--- config.mk ---
export PLATFORM = sky130hd
export DESIGN_NAME = contador_hacia_arriba_en_ud_flat
export DESIGN_NICKNAME = d
export VERILOG_FILES = /design/src/rtl/contador_hacia_arriba_en_ud_if.sv /design/src/rtl/contador_hacia_arriba_en_ud.sv /design/src/flat_wrapper.sv
export SDC_FILE = /design/constraint.sdc
export NUM_CORES = 1
export LEC_CHECK = 0
export BUFFER_PORTS_ARGS = -buffer_cell sky130_fd_sc_hd__buf_2
export CORE_AREA = 3 3 40 42
export DETAILED_ROUTE_END_ITERATION = 7
export DIE_AREA = 0 0 43 45
export GPL_TIMING_DRIVEN = 0
export PLACE_DENSITY = 0.51
export SLEW_MARGIN = 10
export SYNTH_ARGS = -nofsm -noshare
export SYNTH_HDL_FRONTEND = slang
export SYNTH_SLANG_ARGS = --single-unit
--- constraint.sdc ---
create_clock -name clk -period 1.8 [get_ports clk]
set_input_delay 0.09 -clock clk [delete_from_list [all_inputs] [get_ports clk]]
set_output_delay 0.09 -clock clk [all_outputs]
set_load 0.01 [all_outputs]
--- src/rtl/contador_hacia_arriba_en_ud_if.sv ---
// rtl/contador_hacia_arriba_en_ud_if.sv - control and count bundle for the up/down counter
interface contador_hacia_arriba_en_ud_if #(
  parameter int WIDTH = 4
);

  logic             enable;
  logic             UD;
  logic [WIDTH-1:0] cuenta;

  // Side that drives the count controls and observes the count.
  modport master (
    output enable,
    output UD,
    input  cuenta
  );

  // The counter itself.
  modport slave (
    input  enable,
    input  UD,
    output cuenta
  );

endinterface

--- src/rtl/contador_hacia_arriba_en_ud.sv ---
// rtl/contador_hacia_arriba_en_ud.sv - modulo 2^WIDTH up/down counter with count enable
module contador_hacia_arriba_en_ud #(
  parameter int WIDTH = 4
) (
  input  logic                         clk,
  input  logic                         rst,
  contador_hacia_arriba_en_ud_if.slave bus
);

  localparam logic [WIDTH-1:0] ONE = WIDTH'(1);

  logic [WIDTH-1:0] cuenta_q;
  logic [WIDTH-1:0] cuenta_d;

  // Next count: hold when disabled, otherwise one step in the selected direction.
  // Natural overflow of the WIDTH-bit sum gives the 15->0 and 0->15 wrap.
  always_comb begin
    cuenta_d = cuenta_q;
    if (bus.enable) begin
      if (bus.UD) begin
        cuenta_d = cuenta_q + ONE;
      end else begin
        cuenta_d = cuenta_q - ONE;
      end
    end
  end

  // Count register; reset clears it immediately, independent of the clock.
  always_ff @(posedge clk or negedge rst) begin
    if (!rst) begin
      cuenta_q <= '0;
    end else begin
      cuenta_q <= cuenta_d;
    end
  end

  assign bus.cuenta = cuenta_q;

endmodule

--- src/flat_wrapper.sv ---
// flat-port wrapper written by rule: the top's interface ports become plain ports
module contador_hacia_arriba_en_ud_flat 
#(
  parameter int WIDTH = 4
)
  (clk, rst, bus_enable, bus_UD, bus_cuenta);
  contador_hacia_arriba_en_ud_if #(.WIDTH(WIDTH)) bus_i ();
  input  logic clk;
  input  logic rst;
  input wire logic [$bits(bus_i.enable)-1:0] bus_enable;
  input wire logic [$bits(bus_i.UD)-1:0] bus_UD;
  output wire logic [$bits(bus_i.cuenta)-1:0] bus_cuenta;
  assign bus_i.enable = bus_enable;
  assign bus_i.UD = bus_UD;
  assign bus_cuenta = bus_i.cuenta;
  contador_hacia_arriba_en_ud #(.WIDTH(WIDTH)) u_core (.clk(clk), .rst(rst), .bus(bus_i));
endmodule
* After elaboration in Yosys (flattened, before gate mapping)
Index checks and enable logic that the tools add are counted.
** Storage, ports and cells
- Output and inout port bits :: 4
- RAM bits :: 0
- Word-level logic and storage cells :: 4
- Register bits after elaboration :: 4
- ROM bits :: 0
- Memories :: 0
- Input bits :: 4
- Bits in latches :: 0
** Operators by class
- Div/mod/pow operators :: 0
- Eq/ne operators :: 0
- Add/subtract/negate cells :: 2
- Reduce and logical (&&, ||, !) cells :: 0
- Order comparisons :: 0
- $mul :: 0
- Mux-type cells :: 1
- Shift-type cells :: 0
- Bitwise operators :: 0
** Operators with widths (count)
- $add 4x1->4 const B :: 1
- $mux 4 :: 1
- $sub 4x1->4 const B :: 1

* Logic depth before layout (Yosys ltp)
Gate-level depths: netlist (run 1).
- Depth after elaboration :: 2
- Gate-level depth with buffers :: 5
- Mapped depth without buffers :: 5

* Least setup slack after synthesis (run 1)
No wires, ideal clock.
- Kind :: register to register
- Start :: register u_core.cuenta_q[2], in the netlist u_core.bus.cuenta[2]
- End :: register u_core.cuenta_q[3], in the netlist u_core.bus.cuenta[3]
- Required time :: 1.669 ns
- Buffers on the path :: 0
- Arrival :: 1.385 ns
- Cell stages (with the launch flop) :: 5
- Library setup time :: 0.131 ns
- Clock period less this slack :: 1.516 ns
- Slack :: 0.284 ns
- Path through :: dfrtp_1 -> ha_1 -> or4b_1 -> nand3_1 -> o211ai_1
** On the way
- Cells in the longest elaborated chain, start to end :: 2
- Elaborated cells between the ends (all ways) :: 3
- Those cells by class :: add/sub: 2; mux: 1
** RTL lines
- start: declaration :: line contador_hacia_arriba_en_ud.sv:12 : logic [WIDTH-1:0] cuenta_q;
- start signal: assignment :: line contador_hacia_arriba_en_ud.sv:33 : cuenta_q <= cuenta_d;
- $sub 4x1->4 / $add 4x1->4 (equally long branches) :: line contador_hacia_arriba_en_ud.sv:23, contador_hacia_arriba_en_ud.sv:21
- $mux 4 (*) :: line contador_hacia_arriba_en_ud.sv:20 : if (bus.UD) begin
Mark *: on every way between the ends. The rest lies on a longest branch, timed or not.
A chain may end at the register's enable or synchronous reset.

* Final worst setup path (run 1)
Same ends and word-level chain as after synthesis.

==> flow_summary.rst, run 1 <==
.. list-table::
   :header-rows: 1

   * - Metric
     - Value
   * - Floorplan row count
     - 13
   * - Post-placement cell count
     - just under 50
   * - Clock-pin transition on the worst setup and hold timing paths
     - around 0.040 ns
   * - Width of the die
     - approximately 43 um
   * - Drt initial violations
     - 3
   * - Ratio of cells with drive above 1 in the final layout
     - between 20 and 30%
   * - H-tree depth
     - 1
   * - Floorplan die area
     - roughly 1900 um2
   * - Transition time of the tightest slew-check pin
     - 0.196 ns
   * - Count of buffers inserted at the top-level ports
     - 6
   * - Worst-case headroom to the max-slew limit
     - slightly below 90%
   * - Via Count
     - approximately 240
   * - Count of antenna diodes in the layout
     - 0
   * - Max-capacitance violation count
     - 0
   * - Via count of the first global-routing pass
     - 283
   * - Height of the die
     - 45 um
   * - Global placement routability congestion
     - about 0.7
   * - Path category of the worst min-delay check
     - primary input to flop
   * - Req. time, crit path
     - 1.90 ns
   * - Launching element type of the critical path
     - flop
   * - All-Layer GR Usage
     - under 10%
   * - Total power consumption of the routed design
     - just under 0.6 mW
   * - Number of sinks driven by the clock tree
     - 4
   * - Antenna violations before repair
     - 0
   * - RSZ-0062 raised after global routing
     - no
   * - Number of distinct standard cells referenced by the synthesized netlist
     - 18
   * - Vias/cell
     - 4.58
   * - Cells after synthesis
     - 28
   * - Core Footprint
     - 1280 um2
   * - Starting density of the core
     - ~22%
   * - Hold-fix buffers at CTS
     - 1
   * - Filler cell count
     - 140
   * - Synthesis-to-finish area growth
     - 28.1%
   * - Final setup skew
     - approximately 0.0013 ns
   * - Post-route insts no fill
     - 53
   * - Grt total ovfl
     - 0
   * - Number of cells upsized or downsized after cts
     - 0
   * - Final setup TNS
     - 0 ns
   * - DRC errors left
     - 0
   * - VDD IR max
     - between 600 and 700 uV
   * - Final Routed Wirelength
     - 539 um
   * - Leakage power total
     - between 0.15 and 0.2 nW
   * - Final count of pins violating max slew
     - 0
   * - Sequential share of the synthesized area
     - around 35%
   * - Layout Nets
     - 47
   * - Number of endpoints failing setup at the final stage
     - 0
   * - Setup Crit Path Kind
     - flop to flop
   * - CP arrival
     - between 1.5 and 2 ns
   * - Placed wire-length estimate after detailed placement
     - 425 um
   * - Top-level port count
     - 8
   * - Fmax achieved
     - 647 MHz
   * - Flop and latch count out of synthesis
     - 4
   * - Clock latency on the worst-skew pair
     - about 0.23 ns
   * - Clk buf depth
     - 2
   * - Largest driver fanout on the critical path
     - 5
   * - Hold Path Origin
     - bus_enable
   * - Per-instance average area after synthesis
     - approximately 10 um2
   * - Clock tree from TritonCTS
     - done
   * - Category of the worst setup path capture point
     - flop
   * - Sequential cell area
     - 100 um2
   * - Post-synthesis net count
     - 35
   * - Combined area of the multi-input logic cells
     - between 150 and 200 um2
   * - Post-place setup slack
     - between 0.2 and 0.25 ns
   * - CP Launch Point
     - u_core.bus.cuenta[2]
   * - Critical register-to-register path startpoint
     - u_core.bus.cuenta[2]
   * - Number of setup buffers added after CTS
     - 0
   * - Average wire per cell in the routed design
     - around 10 um
   * - Post-DRT Antenna Nets
     - 0
   * - Maximum number of pins on one net before global-route repair
     - 11
   * - Global-route wire length before repair
     - around 1.1 mm
   * - Min cycle time layout
     - about 1.5 ns
   * - Flip-flop count of the largest register, all copies and words added
     - 4
   * - Total CTS buffers
     - 3
   * - Final hold violations
     - 0
   * - Min setup slack post-route
     - between 0.2 and 0.3 ns
   * - Result of the run
     - completed
   * - Clock Tree Root
     - sky130_fd_sc_hd__clkbuf_4
   * - Summed instance area of the synthesized netlist
     - approximately 290 um2
   * - Ratio of final minimum period to clock period
     - between 80% and 90%
   * - DRT Pass-1 Iters
     - 2
   * - PwrDens
     - around 1600 nW/um2
   * - Yosys synthesis warning count
     - 0
per-layer routing:
metal  track usage [%]  wire length (um)
met1              7.80               243
met2              12.6               271
met3              1.59                24
met4              7.23                 0
met5                 0                 0
cell usage after synthesis (all sizes together):
master	number	area share [%]
a211o	1	3.0
a21oi	3	5.2
buf	1	3.9
dfrtp	4	35
fa	1	6.9
ha	2	8.7
inv	1	1.3
mux2	1	3.9
mux2i	1	3.5
nand2	1	1.3
nand3	5	8.7
nor2	1	1.3
nor3b	1	2.6
o211ai	1	2.6
or3b	1	3.0
or4b	1	3.5
xnor2	1	3.0
xor2	1	3.0
cell usage in the layout, fill, tap and decap left out:
master	count
sky130_fd_sc_hd__inv_1	1
sky130_fd_sc_hd__a21oi_1	3
sky130_fd_sc_hd__nand3_1	5
sky130_fd_sc_hd__a211o_1	1
sky130_fd_sc_hd__xnor2_1	1
sky130_fd_sc_hd__ha_1	2
sky130_fd_sc_hd__dlygate4sd3_1	1
sky130_fd_sc_hd__buf_2	6
sky130_fd_sc_hd__nor2_1	1
sky130_fd_sc_hd__buf_6	1
sky130_fd_sc_hd__fa_1	1
sky130_fd_sc_hd__dfrtp_1	4
sky130_fd_sc_hd__nor3b_1	1
sky130_fd_sc_hd__mux2_2	1
sky130_fd_sc_hd__xor2_1	1
sky130_fd_sc_hd__nand2_1	1
sky130_fd_sc_hd__mux2i_1	1
sky130_fd_sc_hd__o211ai_1	1
sky130_fd_sc_hd__or3b_1	1
sky130_fd_sc_hd__or4b_1	1
sky130_fd_sc_hd__clkbuf_4	3
final timing paths:
kind / endpoint / slack, ns / cells past startpoint
min in group asynchronous: u_core.bus.cuenta[3] / 0.19 / 2
max in group asynchronous: u_core.bus.cuenta[2] / 1.49 / 2
worst min register to register: u_core.bus.cuenta[2] / 0.56 / 2
worst max register to register: u_core.bus.cuenta[3] / 0.25 / 4
worst min-delay path: u_core.bus.cuenta[2] / 0.08 / 2
worst max-delay path: u_core.bus.cuenta[3] / 0.25 / 4
report_power, final:
| part | internal [mW] | switching, mW | leakage, nW |
|---|---|---|---|
| clock | 0.0743 | 0.0320 | 0.0138 |
| combinational | 0.141 | 0.140 | 0.103 |
| sequential | 0.137 | 0.0534 | 0.0467 |
worst max-delay path: stages (launching register included):
cell and delay [ns]:
sky130_fd_sc_hd__dfrtp_1 0.38, sky130_fd_sc_hd__ha_1 0.37, sky130_fd_sc_hd__or4b_1 0.48, sky130_fd_sc_hd__nand3_1 0.10, sky130_fd_sc_hd__o211ai_1 0.09
stage by stage:
step | hold slack, ns | cell area (um2) | utilization (%)
after floorplan | -0.206 | 289 | -
after global placement | -0.101 | 338 | 26.3
after detailed placement | -0.102 | 338 | 26.3
after CTS | 0.0738 | 370 | 28.8
after global routing | 0.0847 | 370 | 28.8
final | 0.0840 | 370 | 28.8
area by class of cell:
type	instances	share of cell area (%)
buffer	1	3.04
multi-input combinational	22	47.0
tap	15	5.07
sequential	4	27.0
clock buffer	3	6.08
timing repair buffer	7	10.8
inverter	1	1.01
kinds of logic (layout without fill, tap and decap cells):
| kind of cell | Yosys count | after routing | synth area share [%] |
|---|---|---|---|
| adders and majority gates | 3 | 3 | 15.6 |
| DFF | 4 | 4 | 34.6 |
| xor gates and xnor gates | 2 | 2 | 6.06 |
| and+or+nand+nor | 10 | 10 | 20.3 |
| buffers and inverters | 2 | 12 | 5.19 |
| AOI/OAI and AO/OA | 5 | 5 | 10.8 |
| muxes | 2 | 2 | 7.36 |
(Power assumes the default switching activity.)
==> run 2: changes to the inputs <==
clock period = 1.5 ns   (was 1.8 ns; I/O delays follow)
==> run 2 against run 1 <==
Combinational power up 33%. Routed wire length up 13%. Sequential cell count stayed put. Via count increased by 4.1%. Critical path depth unchanged. Count of clock-buffer cells in the layout unchanged. Largest cell class unchanged.
==> flow_summary.rst, run 2 (same netlist as run 1, synthesis figures left out) <==
.. list-table::
   :header-rows: 1

   * - Metric
     - Value
   * - Result of the run
     - completed (unchanged)
   * - Via Count
     - 253 (was 243)
   * - Clock Tree Root
     - sky130_fd_sc_hd__clkbuf_4 (unchanged)
   * - H-tree depth
     - 1 (unchanged)
   * - Min setup slack post-route
     - 0.0323 ns (was 0.254 ns)
   * - Drt initial violations
     - 3 (unchanged)
   * - Transition time of the tightest slew-check pin
     - 0.242 ns (was 0.196 ns)
   * - Flip-flop count of the largest register, all copies and words added
     - 4 (unchanged)
   * - Ratio of final minimum period to clock period
     - 97.8% (was 85.9%)
   * - Req. time, crit path
     - 1.60 ns (was 1.90 ns)
   * - Top metal layer carrying routed signals
     - met4 (was met3)
   * - Critical R2R Capture
     - u_core.bus.cuenta[3] (unchanged)
   * - Count of antenna diodes in the layout
     - 0 (unchanged)
   * - Placed wire-length estimate after detailed placement
     - 487 um (was 425 um)
   * - Maximum number of pins on one net before global-route repair
     - 11 (unchanged)
   * - Most frequent cells in the layout
     - 6 x sky130_fd_sc_hd__buf_2, 5 x sky130_fd_sc_hd__nand3_1, 4 x sky130_fd_sc_hd__dfrtp_1 (unchanged)
   * - Detailed-routed wire length on met2
     - 345 um (was 271 um)
   * - CP arrival
     - 1.57 ns (was 1.64 ns)
   * - Launching element type of the critical path
     - flop (unchanged)
   * - Final setup TNS
     - 0 ns (unchanged)
   * - Final setup skew
     - 0.00201 ns (was 0.00130 ns)
   * - Net switching power figure
     - 0.295 mW (was 0.225 mW)
   * - Ratio of cells with drive above 1 in the final layout
     - 34.2% (was 28.9%)
   * - Worst setup slack for register-to-register paths
     - 0.03 ns (was 0.25 ns)
   * - Placed instance area
     - 350 um2 (was 338 um2)
   * - Clock network fraction of total power
     - 17.6% (was 18.4%)
   * - Setup Crit Path Kind
     - flop to flop (unchanged)
   * - Core Footprint
     - 1280 um2 (unchanged)
   * - PwrDens
     - 1930 nW/um2 (was 1560 nW/um2)
   * - Global-route wire length before repair
     - 959 um (was 1.08 mm)
   * - Height of the die
     - 45 um (unchanged)
   * - Switching fraction of total power
     - 39.5% (was 38.9%)
   * - Final count of pins violating max slew
     - 0 (unchanged)
   * - Category of the worst setup path capture point
     - flop (unchanged)
   * - Most common library cell in the layout ignoring fill and taps
     - sky130_fd_sc_hd__buf_2 (unchanged)
   * - Max-capacitance violation count
     - 0 (unchanged)
   * - Via count of the first global-routing pass
     - 243 (was 283)
   * - Post-route insts no fill
     - 53 (unchanged)
   * - Met1 routed wirelength after detailed routing
     - 214 um (was 243 um)
   * - Clock tree from TritonCTS
     - done (unchanged)
   * - Post-place setup slack
     - 0.0398 ns (was 0.245 ns)
   * - Hold slack final
     - 0.0610 ns (was 0.0840 ns)
   * - Internal power
     - 0.452 mW (was 0.353 mW)
   * - DRC errors left
     - 0 (unchanged)
   * - Final hold violations
     - 0 (unchanged)
   * - Synthesis-to-finish area growth
     - 33.8% (was 28.1%)
   * - Worst-case headroom to the max-slew limit
     - 83.8% (was 86.9%)
   * - RSZ-0062 raised after global routing
     - no (unchanged)
   * - VDD IR max
     - 774 uV (was 658 uV)
   * - Grt total ovfl
     - 0 (unchanged)
   * - Floorplan row count
     - 13 (unchanged)
   * - Layout Nets
     - 47 (unchanged)
   * - Path category of the worst min-delay check
     - primary input to flop (unchanged)
   * - Top-level port count
     - 8 (unchanged)
   * - Series of cell instances along the critical path
     - ha_4 > or4b_1 > nand3_1 > o211ai_1 (was ha_1 > or4b_1 > nand3_1 > o211ai_1)
   * - Filler cell count
     - 141 (was 140)
   * - Number of endpoints failing setup at the final stage
     - 0 (unchanged)
   * - Sequential share of power
     - 32.3% (was 33.0%)
   * - Total CTS buffers
     - 3 (unchanged)
   * - Leakage power total
     - 0.164 nW (about the same)
   * - Worst-case reg-to-reg path depth
     - 4 (unchanged)
   * - Combinational group share of total power
     - 50.1% (was 48.6%)
   * - Fmax achieved
     - 681 MHz (was 647 MHz)
   * - Vias/cell
     - 4.77 (was 4.58)
   * - Antenna violations before repair
     - 0 (unchanged)
   * - All-Layer GR Usage
     - 7.11% (was 7.53%)
   * - Clk buf depth
     - 2 (unchanged)
   * - Post-placement cell count
     - 49 (unchanged)
   * - DRT Pass-1 Iters
     - 4 (was 2)
   * - Width of the die
     - 43 um (unchanged)
   * - Critical-path cell with the highest stage delay
     - sky130_fd_sc_hd__or4b_1 (unchanged)
   * - End point of the critical path
     - u_core.bus.cuenta[3] (unchanged)
   * - Post-DRT Antenna Nets
     - 0 (unchanged)
   * - Min cycle time layout
     - 1.47 ns (was 1.55 ns)
   * - Number of sinks driven by the clock tree
     - 4 (unchanged)
   * - Final Routed Wirelength
     - 607 um (was 539 um)
   * - Clock latency on the worst-skew pair
     - 0.23 ns (about the same)
   * - Critical path's largest stage delay
     - 0.47 ns (was 0.48 ns)
   * - Clock-pin transition on the worst setup and hold timing paths
     - 0.04 ns (about the same)
   * - Average wire per cell in the routed design
     - 11.5 um (was 10.2 um)
   * - CP Launch Point
     - u_core.bus.cuenta[2] (unchanged)
   * - Starting density of the core
     - 22.5% (unchanged)
   * - Number of setup buffers added after CTS
     - 0 (unchanged)
   * - Amount of wire on met3 after detailed routing
     - 31 um (was 24 um)
   * - Number of cells traversed by the worst hold path
     - 2 (unchanged)
   * - Critical register-to-register path startpoint
     - u_core.bus.cuenta[2] (unchanged)
   * - Count of buffers inserted at the top-level ports
     - 6 (unchanged)
   * - Largest driver fanout on the critical path
     - 5 (unchanged)
   * - Floorplan die area
     - 1940 um2 (unchanged)
   * - Final instance area
     - 387 um2 (was 370 um2)
   * - Global placement routability congestion
     - 0.753 (was 0.699)
[run 2: critical path, delay by kind of cell, from the launching register on]
| kind | cells | cell delay [ns] |
|---|---|---|
| compound gates | 1 | 0.09 |
| simple gates | 2 | 0.57 |
| flops | 1 | 0.41 |
| fa+ha+maj | 1 | 0.27 |
[run 2: layout make-up]
class                           instances  area [um2]  area share, %
Inverter                                1        3.75          0.971
Multi-Input combinational cell         22         190           49.2
Buffer                                  1        11.3           2.91
Timing Repair Buffer                    7        40.0           10.4
Clock buffer                            3        22.5           5.83
Sequential cell                         4         100           25.9
Tap cell                               15        18.8           4.85
[run 2: power groups by stage]
stage               combinational, mW  clock, mW  sequential [mW]
finish                          0.374      0.131            0.241
global route                    0.411      0.153            0.251
CTS                             0.372      0.140            0.239
detailed placement              0.368          0            0.240
global placement                0.353          0            0.238
floorplan                       0.227          0            0.258
[run 2: repair_timing]
item / CTS / global route
endpoints found under the hold margin: 4 / 0
hold buffers: 1 / 0
endpoints found under the setup margin: 0 / 1
resized for setup: 0 / 1
[run 2: through the flow]
stage	utilization, %	power, mW
floorplan	-	0.485
global placement	27.3	0.591
detailed placement	27.3	0.608
CTS	29.8	0.752
global route	30.1	0.815
finish	30.1	0.747
[run 2: per-layer routing]
metal  up-vias  GRT usage, %
met5         -             0
met4         0          7.23
met3         2          1.59
met2         8          12.6
met1       120          6.59
li1        123             -
[run 2: how the worst min path moves through the flow]
| stage | slack, ns | start | end |
|---|---|---|---|
| final | 0.06 | bus_enable | u_core.bus.cuenta[2] |
| after global routing | 0.06 | bus_enable | u_core.bus.cuenta[2] |
| after CTS | 0.06 | bus_enable | u_core.bus.cuenta[2] |
| after detailed placement | -0.12 | rst | u_core.bus.cuenta[3] |
| after global placement | -0.12 | rst | u_core.bus.cuenta[3] |
| after floorplan | -0.22 | rst | u_core.bus.cuenta[0] |
==> run 3: changes to the inputs <==
ABC_AREA = 1   (was unset)
PLACE_DENSITY = 0.48   (was 0.51)
==> run 3 against run 2 <==
Count of clock-buffer cells in the layout did not move. First-iteration DRC count is 100% lower. Routed wire length shrank 25%. Die area is the same. Hold slack better by 0.016 ns. Highest routed layer is now met3. Sequential share of layout area up 4.1 points. Global-route usage decreased by 1.2 points. Largest cell class unchanged. Clock skew is 0.0017 ns lower. Synthesized area is 14% lower. Combinational power decreased by 16%. Final cell count is 3.8% higher.
==> flow_summary.rst, run 3 <==
.. list-table::
   :header-rows: 1

   * - Metric
     - Value
   * - Category of the worst setup path capture point
     - flop (unchanged)
   * - Clock latency on the worst-skew pair
     - 0.23 ns (about the same)
   * - Min cycle time layout
     - 1.24 ns (was 1.47 ns)
   * - Worst setup slack for register-to-register paths
     - 0.26 ns (was 0.03 ns)
   * - Ratio of final minimum period to clock period
     - 82.5% (was 97.8%)
   * - Number of setup buffers added after CTS
     - 0 (unchanged)
   * - Drt initial violations
     - 0 (was 3)
   * - Path category of the worst min-delay check
     - primary input to flop (unchanged)
   * - Leakage power total
     - 0.185 nW (was 0.164 nW)
   * - Floorplan row count
     - 13 (unchanged)
   * - Core Footprint
     - 1280 um2 (unchanged)
   * - Grt total ovfl
     - 0 (unchanged)
   * - Flop and latch count out of synthesis
     - 4 (unchanged)
   * - Largest driver fanout on the critical path
     - 3 (was 5)
   * - Via Count
     - 211 (was 253)
   * - Global-route wire length before repair
     - 814 um (was 959 um)
   * - Maximum number of pins on one net before global-route repair
     - 5 (was 11)
   * - Flip-flop count of the largest register, all copies and words added
     - 4 (unchanged)
   * - All-Layer GR Usage
     - 5.86% (was 7.11%)
   * - Count of buffers inserted at the top-level ports
     - 7 (was 6)
   * - Via count of the first global-routing pass
     - 206 (was 243)
   * - Number of endpoints failing setup at the final stage
     - 0 (unchanged)
   * - Area contributors post-synth
     - sky130_fd_sc_hd__dfrtp_1 40%, sky130_fd_sc_hd__nand2_1 17%, sky130_fd_sc_hd__ha_1 10%, sky130_fd_sc_hd__fa_1 8.1%, sky130_fd_sc_hd__nand3_1 6.1% (was sky130_fd_sc_hd__dfrtp_1 35%, sky130_fd_sc_hd__ha_1 8.7%, sky130_fd_sc_hd__nand3_1 8.7%, sky130_fd_sc_hd__fa_1 6.9%, sky130_fd_sc_hd__a21oi_1 5.2%)
   * - Worst-case headroom to the max-slew limit
     - 87.2% (was 83.8%)
   * - Ratio of cells with drive above 1 in the final layout
     - 27.5% (was 34.2%)
   * - Placed instance area
     - 302 um2 (was 350 um2)
   * - Summed instance area of the synthesized netlist
     - 248 um2 (was 289 um2)
   * - Number of cells upsized or downsized after cts
     - 0 (unchanged)
   * - Number of cells traversed by the worst hold path
     - 2 (unchanged)
   * - Number of distinct standard cells referenced by the synthesized netlist
     - 10 (was 18)
   * - Most common library cell in the layout ignoring fill and taps
     - sky130_fd_sc_hd__nand2_1 (was sky130_fd_sc_hd__buf_2)
   * - Most instantiated flip-flop cell in the synthesis netlist
     - sky130_fd_sc_hd__dfrtp_1 (unchanged)
   * - Sequential share of the synthesized area
     - 40.4% (was 34.6%)
   * - Total CTS buffers
     - 3 (unchanged)
   * - Critical R2R Capture
     - u_core.bus.cuenta[3] (unchanged)
   * - Width of the die
     - 43 um (unchanged)
   * - Count of antenna diodes in the layout
     - 0 (unchanged)
   * - Transition time of the tightest slew-check pin
     - 0.192 ns (was 0.242 ns)
   * - Height of the die
     - 45 um (unchanged)
   * - Clock Tree Root
     - sky130_fd_sc_hd__clkbuf_4 (unchanged)
   * - Final Routed Wirelength
     - 454 um (was 607 um)
   * - Worst-case reg-to-reg path depth
     - 5 (was 4)
   * - Fmax achieved
     - 808 MHz (was 681 MHz)
   * - Largest area contributor in the netlist
     - sky130_fd_sc_hd__dfrtp_1 (unchanged)
   * - Fraction of the core area covered by cells at the end of the flow
     - 26.0% (was 30.1%)
   * - RSZ-0062 raised after global routing
     - no (unchanged)
   * - Per-instance average area after synthesis
     - 8.54 um2 (was 10.3 um2)
   * - Hold-fix buffers at CTS
     - 1 (unchanged)
   * - DRT Pass-1 Iters
     - 1 (was 4)
   * - Synthesis-to-finish area growth
     - 34.8% (was 33.8%)
   * - Setup Crit Path Kind
     - flop to flop (unchanged)
   * - Ranking of synthesized cells by instance count
     - 11 x sky130_fd_sc_hd__nand2_1, 4 x sky130_fd_sc_hd__dfrtp_1, 4 x sky130_fd_sc_hd__inv_1, 3 x sky130_fd_sc_hd__nand3_1, 2 x sky130_fd_sc_hd__ha_1 (was 5 x sky130_fd_sc_hd__nand3_1, 4 x sky130_fd_sc_hd__dfrtp_1, 3 x sky130_fd_sc_hd__a21oi_1, 2 x sky130_fd_sc_hd__ha_1)
   * - Vias/cell
     - 3.84 (was 4.77)
   * - Final count of pins violating max slew
     - 0 (unchanged)
   * - Result of the run
     - completed (unchanged)
   * - Global placement routability congestion
     - 0.678 (was 0.753)
   * - Placed wire-length estimate after detailed placement
     - 368 um (was 487 um)
   * - Cells after synthesis
     - 29 (was 28)
   * - Most frequent cells in the layout
     - 11 x sky130_fd_sc_hd__nand2_1, 7 x sky130_fd_sc_hd__buf_2, 4 x sky130_fd_sc_hd__inv_1, 4 x sky130_fd_sc_hd__dfrtp_1 (was 6 x sky130_fd_sc_hd__buf_2, 5 x sky130_fd_sc_hd__nand3_1, 4 x sky130_fd_sc_hd__dfrtp_1)
   * - PwrDens
     - 1990 nW/um2 (was 1930 nW/um2)
   * - Met1 routed wirelength after detailed routing
     - 201 um (was 214 um)
   * - Clock-pin transition on the worst setup and hold timing paths
     - 0.03 ns (was 0.04 ns)
   * - VDD IR max
     - 754 uV (was 774 uV)
   * - Post-synthesis net count
     - 36 (was 35)
   * - Final setup TNS
     - 0 ns (unchanged)
   * - Top metal layer carrying routed signals
     - met3 (was met4)
   * - Final setup skew
     - 0.000321 ns (was 0.00201 ns)
   * - Most frequently used cell type in the post-synthesis netlist
     - sky130_fd_sc_hd__nand2_1 (was sky130_fd_sc_hd__nand3_1)
   * - Floorplan die area
     - 1940 um2 (unchanged)
   * - Hold worst-path end
     - u_core.bus.cuenta[0] (was u_core.bus.cuenta[2])
   * - Critical register-to-register path startpoint
     - u_core.bus.cuenta[2] (unchanged)
   * - Yosys synthesis warning count
     - 0 (unchanged)
   * - Starting density of the core
     - 19.3% (was 22.5%)
   * - Top-level port count
     - 8 (unchanged)
   * - Fraction of registers with async set/reset
     - 100% (unchanged)
   * - Final hold violations
     - 0 (unchanged)
   * - Share of Yosys cell area claimed by the top area cell type
     - 40.4% (was 34.6%)
   * - Antenna violations before repair
     - 0 (unchanged)
   * - Hold Path Origin
     - bus_enable (unchanged)
   * - DRC errors left
     - 0 (unchanged)
   * - Post-DRT Antenna Nets
     - 0 (unchanged)
   * - Final instance area
     - 334 um2 (was 387 um2)
   * - Detailed-routed wire length on met2
     - 236 um (was 345 um)
   * - Launching element type of the critical path
     - flop (unchanged)
   * - Layout Nets
     - 49 (was 47)
   * - Req. time, crit path
     - 1.61 ns (was 1.60 ns)
   * - H-tree depth
     - 1 (unchanged)
   * - Amount of wire on met3 after detailed routing
     - 16 um (was 31 um)
   * - Average wire per cell in the routed design
     - 8.25 um (was 11.5 um)
   * - Number of sinks driven by the clock tree
     - 4 (unchanged)
   * - Clk buf depth
     - 2 (unchanged)
   * - CP arrival
     - 1.35 ns (was 1.57 ns)
   * - Clock tree from TritonCTS
     - done (unchanged)
   * - Max-capacitance violation count
     - 0 (unchanged)
   * - Number of enable-type register cells in the synthesized netlist
     - 0 (unchanged)
run 3: changes by cell type after synthesis, sizes merged, moves of 2 or more:
cell | before | now
nand2 | 1 | 11
inv | 1 | 4
a21oi | 3 | 1
nand3 | 5 | 3
run 3: logic make-up after synthesis:
| group | Yosys count | share of synthesized area, % |
|---|---|---|
| and+or+nand+nor | 14 | 22.7 |
| buffers and inverters | 4 | 6.06 |
| DFF | 4 | 40.4 |
| adders and majority gates | 3 | 18.2 |
| AOI/OAI and AO/OA | 2 | 5.55 |
| xor gates and xnor gates | 2 | 7.07 |
run 3: critical path, cell delays in order (launching register included):
cell	delay, ns
sky130_fd_sc_hd__dfrtp_1	0.38
sky130_fd_sc_hd__ha_1	0.35
sky130_fd_sc_hd__a21oi_2	0.17
sky130_fd_sc_hd__nand3_1	0.09
sky130_fd_sc_hd__nand3_1	0.09
sky130_fd_sc_hd__nand2_1	0.05
run 3: power breakdown:
group	internal (mW)	switching (mW)
registers	0.164	0.0626
clock network	0.0889	0.0359
logic	0.148	0.165
run 3: per-layer routing:
metal / vias to the layer above / track usage (%)
li1: 113 / -
met1: 93 / 8.09
met2: 5 / 8.38
met3: 0 / 0
met4: 0 / 5.42
met5: - / 0
run 3: cell type report:
type	instances	area, um2
Sequential cell	4	100
Clock buffer	3	22.5
Timing Repair Buffer	8	45.0
Tap cell	15	18.8
Inverter	4	15.0
Fill cell	150	951
Multi-Input combinational cell	21	133
run 3: metrics by stage:
stage	total power [mW]	std cells	hold WS [ns]	setup WS [ns]
after global routing	0.748	55	0.0945	0.172
after detailed placement	0.545	51	-0.117	0.252
after floorplan	0.440	29	-0.221	0.280
after global placement	0.547	51	-0.117	0.241
after CTS	0.680	55	0.0730	0.246
final	0.665	55	0.0772	0.262
run 3: worst max path at each step:
stage                               startpoint  cells past startpoint  slack [ns]                   end
after global routing      u_core.bus.cuenta[2]                      5        0.17  u_core.bus.cuenta[3]
after detailed placement  u_core.bus.cuenta[2]                      5        0.25  u_core.bus.cuenta[3]
final                     u_core.bus.cuenta[2]                      5        0.26  u_core.bus.cuenta[3]
after CTS                 u_core.bus.cuenta[2]                      5        0.25  u_core.bus.cuenta[3]
after global placement    u_core.bus.cuenta[2]                      5        0.24  u_core.bus.cuenta[3]
after floorplan           u_core.bus.cuenta[2]                      5        0.28  u_core.bus.cuenta[3]
